===== src/rtl/input_debouncer.sv =====
// Per-channel debouncer with registered level and single-cycle rise/fall pulses.
// Define DEBOUNCE_SYNC_EN to insert a 2-flop synchronizer on every input bit.
module input_debouncer #(
  parameter int unsigned N             = 1,
  parameter int unsigned STABLE_CYCLES = 12000,
  parameter logic [N-1:0] INIT         = {N{1'b0}}
) (
  input  logic         clk,
  input  logic         rst_n,
  input  logic [N-1:0] in,
  output logic [N-1:0] level,
  output logic [N-1:0] rise,
  output logic [N-1:0] fall
);

  localparam int unsigned CntW = (STABLE_CYCLES > 1) ? $clog2(STABLE_CYCLES) : 1;
  localparam logic [CntW-1:0] CntMax = CntW'(STABLE_CYCLES - 1);

  logic [N-1:0] s;

`ifdef DEBOUNCE_SYNC_EN
  logic [N-1:0] sync1_q, sync2_q;

  always_ff @(posedge clk) begin
    if (!rst_n) begin
      sync1_q <= INIT;
      sync2_q <= INIT;
    end else begin
      sync1_q <= in;
      sync2_q <= sync1_q;
    end
  end

  assign s = sync2_q;
`else
  assign s = in;
`endif

  logic [N-1:0]    level_q, level_d;
  logic [N-1:0]    rise_q, rise_d;
  logic [N-1:0]    fall_q, fall_d;
  logic [CntW-1:0] cnt_q [N];
  logic [CntW-1:0] cnt_d [N];

  // Any matching sample clears the count, so only an unbroken run of mismatches is accepted.
  always_comb begin
    level_d = level_q;
    rise_d  = '0;
    fall_d  = '0;
    for (int i = 0; i < N; i++) begin
      cnt_d[i] = '0;
      if (s[i] != level_q[i]) begin
        if (cnt_q[i] == CntMax) begin
          level_d[i] = s[i];
          rise_d[i]  = s[i];
          fall_d[i]  = ~s[i];
        end else begin
          cnt_d[i] = cnt_q[i] + CntW'(1);
        end
      end
    end
  end

  always_ff @(posedge clk) begin
    if (!rst_n) begin
      level_q <= INIT;
      rise_q  <= '0;
      fall_q  <= '0;
      cnt_q   <= '{default: '0};
    end else begin
      level_q <= level_d;
      rise_q  <= rise_d;
      fall_q  <= fall_d;
      cnt_q   <= cnt_d;
    end
  end

  assign level = level_q;
  assign rise  = rise_q;
  assign fall  = fall_q;

endmodule


===== config.mk =====
export PLATFORM = sky130hd
export DESIGN_NAME = input_debouncer
export DESIGN_NICKNAME = d
export VERILOG_FILES = /design/src/rtl/input_debouncer.sv
export SDC_FILE = /design/constraint.sdc
export NUM_CORES = 1
export LEC_CHECK = 0
export ABC_AREA = 1
export BUFFER_PORTS_ARGS = -buffer_cell sky130_fd_sc_hd__buf_2
export CAP_MARGIN = 25
export CORE_MARGIN = 2
export CORE_UTILIZATION = 45
export CTS_BUF_LIST = sky130_fd_sc_hd__clkbuf_2 sky130_fd_sc_hd__clkbuf_4 sky130_fd_sc_hd__clkbuf_8
export CTS_CLUSTER_DIAMETER = 50
export DETAILED_ROUTE_END_ITERATION = 16
export PLACE_DENSITY_LB_ADDON = 0.08
export SLEW_MARGIN = 20
export SYNTH_ARGS = -nofsm -noshare
export SYNTH_HDL_FRONTEND = slang
export SYNTH_SLANG_ARGS = --single-unit

===== constraint.sdc =====
create_clock -name clk -period 1.8 [get_ports clk]
set_clock_uncertainty 0.05 [all_clocks]
set_input_delay 0.27 -clock clk [delete_from_list [all_inputs] [get_ports clk]]
set_output_delay 0.27 -clock clk [all_outputs]
set_load 0.02 [all_outputs]

### Word level (Yosys, flattened, before mapping)

Cells that the tools add are included.

* add/subtract/negate cells: 1
* equality and inequality tests: 2
* bitwise gates (word level): 3
* reduce and logical (&&, ||, !) cells: 3

Operators by type and width (count)
* $add A14 B1 Y14 const B: 1
* $eq A14 B14 Y1 const B: 1
* $not A1 Y1: 3
* $reduce_and A3 Y1: 1
* $reduce_or A3 Y1: 1
* $reduce_and A2 Y1: 1
* $ne A1 B1 Y1: 1

* flip-flop bits (word level): 17
* input bits: 3
* logic and storage cells: 13

### Depth between registers and ports, before layout

Gate-level depths: netlist of run 1.

* depth after elaboration: 3
* depth in mapped cells: 9
* gate-level depth less buffers: 8

### Worst setup path before layout of run 1

No wires, ideal clock.

* path type: register -> register
* from: register cnt_q[0] (netlist name)
* to: register cnt_q[6] (netlist name)
* setup time: 0.115 ns
* arrival: 1.153 ns
* required time: 1.635 ns
* path slack: 0.482 ns
* stages on the path, launching flop included: 10
* path buffers: 1
* clock period less this slack: 1.318 ns
* path through: dfxtp_1 -> ha_1 -> nand2_1 -> inv_1 -> nand2_2 -> nor2_4 -> nand2_2 -> nand2_2 -> buf_8 -> nor2_2

* longest elaborated chain between the ends: 2
* elaborated cells between the ends (all ways): 3

RTL lines
* start, declared: RTL line 42 `logic [CntW-1:0] cnt_q [N];`
* start signal, assigned: RTL line 74 `cnt_q <= cnt_d;`
* parallel branches: the longest is 2 deep, another holds $add A14 B1 Y14

Several ways; the timed one is not identified.
A chain may end at the register's enable or synchronous reset.

### Final worst setup path of run 1

* from: register cnt_q[0] (netlist name)
* to: register cnt_q[11] (netlist name)

Same word-level chain as after synthesis.

==> run summary, run 1 <==
min Tclk post-route = 1.50 ns
Commonest cells post-synth = 25 x nand2_1, 17 x dfxtp_1, 10 x nor2_1, 10 x nor2_2, 9 x inv_1
initial antenna violation count = 0
Syn Inst Count = 111
crit-path cells = ha_1 > nand2_1 > inv_1 > nand2_2 > nor2_4 > nand2_2 > nand2_2 > a21oi_1
max incr delay on CP = 0.37 ns
global route overflow = 0
Critical Path End Type = flop
largest net degree at the start of global routing = 15
critical path's most frequent cell = nand2_2
Pleak = 0.319 nW
die area = 2230 um2
fraction of layout cells with a size suffix above 1 = 26.1%
Least-Margin Pin Slew = 0.390 ns
area share of the largest cell type after synthesis = 40.4%
#FFs+latches synth = 17
setup TNS = 0 ns
Tcrit/Tclk final = 83.2%
# DRC = 0
YS warnings = 0
Synth area leader = dfxtp_1
post-synthesis sequential area ratio = 40.4%
Root Driver = clkbuf_4
via/cell ratio = 4.74
Initial Utilization = 48.2%
fill cell count = 177
dpl hpwl = 1130 um
total clock sinks = 17
Ports = 6
Chip Width = 47.3 um
Clock Latency Late Sink = 0.30 ns
DR top layer = met4
power density over the cells = 684 nW/um2
status = finished clean
final instance area = 913 um2
met2 WL post-DR = 673 um
HP Class = primary input to flop
Avg Inst Size Synth = 7.59 um2
ys async rst share = 0%
routability cong. = 0.781
drt first-iter violations = 17
antenna violation net count after detailed routing = 0
total power = 625 uW
PortBufs = 5
H-tree depth = 1
drt first pass iters = 4
postcts setup bufs = 0
placed cell area = 883 um2
Max-Cap Viols = 0
Worst EP required = 1.92 ns
Worst slew margin = 73.9%
CTS tree = yes
CTS Buf Count = 3
Met3 Routed Length = 36 um
antenna cells = 0
crit path max-delay cell type = dfxtp_1
row cnt = 15
Worst Path Arrival = 1.62 ns
type of origin of the critical path = flop
FMAX = 668 MHz
max-slew violation count = 0
CP Max Fanout = 14
EDFF count, synth = 0
Area contributors post-synth = dfxtp_1 40%, nand2_1 11%, nor2_2 7.4%
via count = 683
Die H = 47.3 um
first-pass GRT wire length = 2590 um
fin nets = 124
most frequent cell after synthesis = nand2_1
DR WL/cell = 10.6 um
CTS clk-pin slew, worst paths = 0.10 ns
M1 WL = 783 um
Core ar. = 1750 um2
commonest register cell after synthesis = dfxtp_1
maximum VDD drop = 0.376 mV
worst hold slack = 0.141 ns
setup violators final = 0
Hold Vio Cnt, Final = 0
Layout area overhead = 8.47%
Post-Route WL = 1530 um
CP Class = flop to flop
RSZ-0062 raised after global routing = false
Clock Tree Buf Depth = 2
Post-CTS Resized = 0
CTS hold repair buffers = 0
Yosys cell types = 21
synthesized cell area = 842 um2
Overall Global Routing Usage = 17.2%
Mapped Nets = 115
vias in the first global route = 605
-- routing by layer --
metal / up-vias / global-route usage (%)
met5: - / 0
met4: 0 / 11.7
met3: 3 / 4.62
met2: 9 / 23.5
met1: 304 / 23.2
li1: 367 / -
-- cell type report --
class	count	area, um2	share of cell area (%)
Multi-Input combinational cell	82	445	48.8
Sequential cell	17	340	37.3
Inverter	11	41.3	4.52
Tap cell	25	31.3	3.42
Clock buffer	4	30.0	3.29
Timing Repair Buffer	5	25.0	2.74
-- layout by cell type (no fill, tap or decap), types with 2 or more instances in the layout --
cell,n
a21oi_1,6
buf_2,5
clkbuf_4,4
dfxtp_1,17
inv_1,9
inv_2,2
nand2_1,25
nand2_2,5
nand3_1,7
nand3b_1,2
nand4_1,4
nor2_1,10
nor2_2,10
nor2_4,3
xnor2_1,3
-- final timing paths --
check	to	slack, ns	startpoint	cells after the start
hold / removal	level	0.14	rst_n	3
hold reg to reg	cnt_q[0]	0.41	cnt_q[0]	1
setup / recovery	cnt_q[11]	0.30	cnt_q[0]	8
setup reg to reg	cnt_q[11]	0.30	cnt_q[0]	8
-- worst max-delay path: cells and delay by family (launching register included) --
kind,cells,cell delay (ns)
buffers and inverters,1,0.06
adder cells (fa/ha/maj),1,0.21
AO/OA/AOI/OAI,1,0.07
flip-flops,1,0.37
AND/OR/NAND/NOR,5,0.60
-- flip-flops by register name, summed over array words and instances, names as in the netlist --
signal	flops
level	1
rise	1
cnt_q	14
fall	1
-- power by group --
part	internal [mW]	total (mW)	switching [mW]	leakage, nW
registers	0.378	0.380	0.00171	0.137
logic	0.00562	0.0182	0.0126	0.164
clock network	0.102	0.227	0.125	0.0184
total	0.485	0.625	0.139	0.319
-- cell families (layout without fill, tap and decap cells) --
family / after synthesis / in the layout / share of synthesized area (%)
and+or+nand+nor: 68 / 68 / 41.2
DFF: 17 / 17 / 40.4
buffers and inverters: 12 / 20 / 6.69
AOI/OAI and AO/OA: 9 / 9 / 6.09
xor gates and xnor gates: 4 / 4 / 4.16
adders and majority gates: 1 / 1 / 1.49
-- through the flow --
stage / instances / worst slack, ns / util, %
after global routing: 144 / 0.163 / 52.3
after global placement: 140 / 0.329 / 50.6
after detailed placement: 140 / 0.298 / 50.6
after CTS: 144 / 0.286 / 52.3
final: 144 / 0.303 / 52.3
after floorplan: 111 / 0.482 / -
Note: power is estimated with default switching activity, not from simulation.
==> inputs of run 2 (changes only) <==
- ABC_AREA: 1 -> 0
- clock period: 1.8 -> 1.6 ns (I/O delays scaled with it)
==> run summary, run 2 <==
register name with the most flops = cnt_q
Core Util, Final = 61.7% (+9.4 points)
fill cell count = 138 (-22%)
global route overflow = 0 (unchanged)
DR WL/cell = 11.8 um (+11%)
Synth area leader = dfxtp_1
status = finished clean
register area = 345 um2 (+1.5%)
R2R cell count = 4 (-4)
min Tclk post-route = 1.58 ns (+0.0874 ns)
YS warnings = 0 (unchanged)
total clock sinks = 17 (unchanged)
most frequent cell after synthesis = dfxtp_1
max FFs per register = 14 (unchanged)
Overall Global Routing Usage = 15.4% (-1.8 points)
Least-Margin Pin Slew = 0.464 ns (+0.0744 ns)
CP startpoint = cnt_q[8]
synthesized cell area = 726 um2 (-14%)
Post-Route WL = 1340 um (-12%)
via/cell ratio = 5.01 (+5.6%)
Max-Cap Viols = 0 (unchanged)
HP Class = primary input to flop
#FFs+latches synth = 17 (unchanged)
placed cell area = 846 um2 (-4.2%)
Worst Path Arrival = 1.73 ns (+0.11 ns)
vias in the first global route = 521 (-14%)
PortBufs = 5 (unchanged)
die area = 1950 um2 (-13%)
Area contributors post-synth = dfxtp_1 47%, xnor2_1 9.7%, nor2_1 7.8%
CP Class = flop to flop
dpl hpwl = 932 um (-17%)
placed cells = 108 (-23%)
row cnt = 14 (-1)
power density over the cells = 757 nW/um2 (+11%)
setup violators final = 0 (unchanged)
Tcrit/Tclk final = 99.0% (+16 points)
drt first-iter violations = 10 (-7)
drt first pass iters = 4 (unchanged)
R2R Setup Slk = 0.02 ns (-0.29 ns)
Commonest cells post-synth = 17 x dfxtp_1, 15 x nor2_1, 8 x xnor2_1
Reg2Reg Capture Point = cnt_q[3]
fraction of layout cells with a size suffix above 1 = 32.7% (+6.6 points)
Hold Vio Cnt, Final = 0 (unchanged)
routability cong. = 0.695 (-11%)
# DRC = 0 (unchanged)
Chip Width = 44.2 um (-6.6%)
CTS Buf Count = 3 (unchanged)
commonest register cell after synthesis = dfxtp_1
Crit Reg-Reg Startpoint = cnt_q[8]
Avg Inst Size Synth = 9.30 um2 (+23%)
CTS clk-pin slew, worst paths = 0.09 ns (about the same)
largest net degree at the start of global routing = 15 (unchanged)
Syn Inst Count = 78 (-30%)
maximum VDD drop = 0.501 mV (+33%)
type of origin of the critical path = flop
antenna violation net count after detailed routing = 0 (unchanged)
post-synthesis sequential area ratio = 46.9% (+6.5 points)
RSZ-0062 raised after global routing = true
Root Driver = clkbuf_4
multi-input logic area = 419 um2 (-5.9%)
Finished Layout Cells = 114 (-21%)
Worst setup endpoint = cnt_q[3]
commonest cells after routing, fill and taps aside = 13 x nor2_1, 13 x dfxtp_1, 11 x buf_4, 8 x xnor2_1, 7 x nand2_1
Die H = 44.2 um (-6.6%)
ys async rst share = 0% (unchanged)
Mapped Nets = 82 (-29%)
Pleak = 0.354 nW (+11%)
EDFF count, synth = 0 (unchanged)
Clock Tree Buf Depth = 2 (unchanged)
Critical Path End Type = flop
antenna cells = 0 (unchanged)
Worst slew margin = 69.0% (-5.0 points)
FMAX = 631 MHz (-5.5%)
CP Max Fanout = 7 (-7)
max-slew violation count = 0 (unchanged)
Initial Utilization = 48.2% (-0.071 points)
area share of the largest cell type after synthesis = 46.9% (+6.5 points)
Worst EP required = 1.74 ns (-0.18 ns)
Clock Latency Late Sink = 0.29 ns (about the same)
CTS tree = yes
H-tree depth = 1 (unchanged)
fin nets = 103 (-17%)
via count = 571 (-16%)
Yosys cell types = 18 (-14%)
first-pass GRT wire length = 2190 um (-15%)
Core ar. = 1510 um2 (-14%)
final instance area = 930 um2 (+1.8%)
Ports = 6 (unchanged)
Layout area overhead = 28.1%
initial antenna violation count = 0 (unchanged)
run 2: cell count changes in the layout (fill, tap and decap cells not counted), moves of 4 or more:
cell,change
nand2_1,-18
inv_1,-7
nor3_1,+4
buf_4,+11
xor2_1,+4
dfxtp_2,+4
dfxtp_1,-4
a21oi_1,-6
nand2_2,-5
xnor2_1,+5
nor2_2,-8
run 2: worst min path at each step:
stage               from  endpoint  slack, ns  cells after the start
floorplan             in      fall       0.27                      1
global placement      in      fall       0.41                      2
detailed placement    in      fall       0.41                      2
CTS                   in      fall       0.10                      2
global route          in      fall        0.1                      2
finish                in      fall       0.09                      2
run 2: cell type report:
cell class,instances,area share (%)
clock buffer,4,3.23
inverter,2,0.808
multi-input combinational,59,45.1
sequential,17,37.1
tap,16,2.15
timing repair buffer,16,11.6
run 2: layer usage:
metal	routed length (um)	share of wire, %	up-vias	GRT usage [%]
li1	-	-	309	-
met3	32	2.4	5	3.67
met2	626	47	6	21.8
met4	30	2.2	0	9.09
met1	654	49	251	21.1
met5	0	0	-	0
run 2: power by group:
| part | switching [mW] | internal (mW) | leakage (nW) |
|---|---|---|---|
| Combinational | 0.0171 | 0.0128 | 0.197 |
| Clock | 0.131 | 0.114 | 0.0184 |
| Sequential | 0.00256 | 0.426 | 0.139 |
| Total | 0.151 | 0.553 | 0.354 |
run 2: cell families (layout without fill, tap and decap cells):
| family | count (synthesis) | in the layout | share of synthesized area, % |
|---|---|---|---|
| and+or+nand+nor | 43 | 44 | 32.4 |
| DFF | 17 | 17 | 46.9 |
| xor gates and xnor gates | 13 | 13 | 15.7 |
| buffers and inverters | 3 | 22 | 2.59 |
| adders and majority gates | 1 | 1 | 1.72 |
| AOI/OAI and AO/OA | 1 | 1 | 0.689 |
run 2: repair_timing:
action | in CTS | in global routing
setup buffers | 0 | 1
endpoints found under the setup margin | 0 | 14
resized for setup | 0 | 9
hold buffers | 0 | 0
run 2: worst max-delay path, cell delays in order, from the launching register on:
cell	delay (ns)
dfxtp_2	0.33
or4b_4	0.54
nor4_4	0.24
nand3b_4	0.26
nor2_1	0.06
run 2: per-stage QoR:
stage / hold slack (ns) / power, mW / setup TNS, ns / setup slack (ns)
2_1_floorplan: 0.266 / 0.450 / 0 / 0.00220
3_3_place_gp: 0.409 / 0.459 / 0 / 0.0679
3_5_place_dp: 0.408 / 0.459 / 0 / 0.0423
4_1_cts: 0.100 / 0.699 / 0 / 0.0308
5_1_grt: 0.0984 / 0.732 / -0.358 / -0.0430
6_report: 0.0942 / 0.704 / 0 / 0.0156
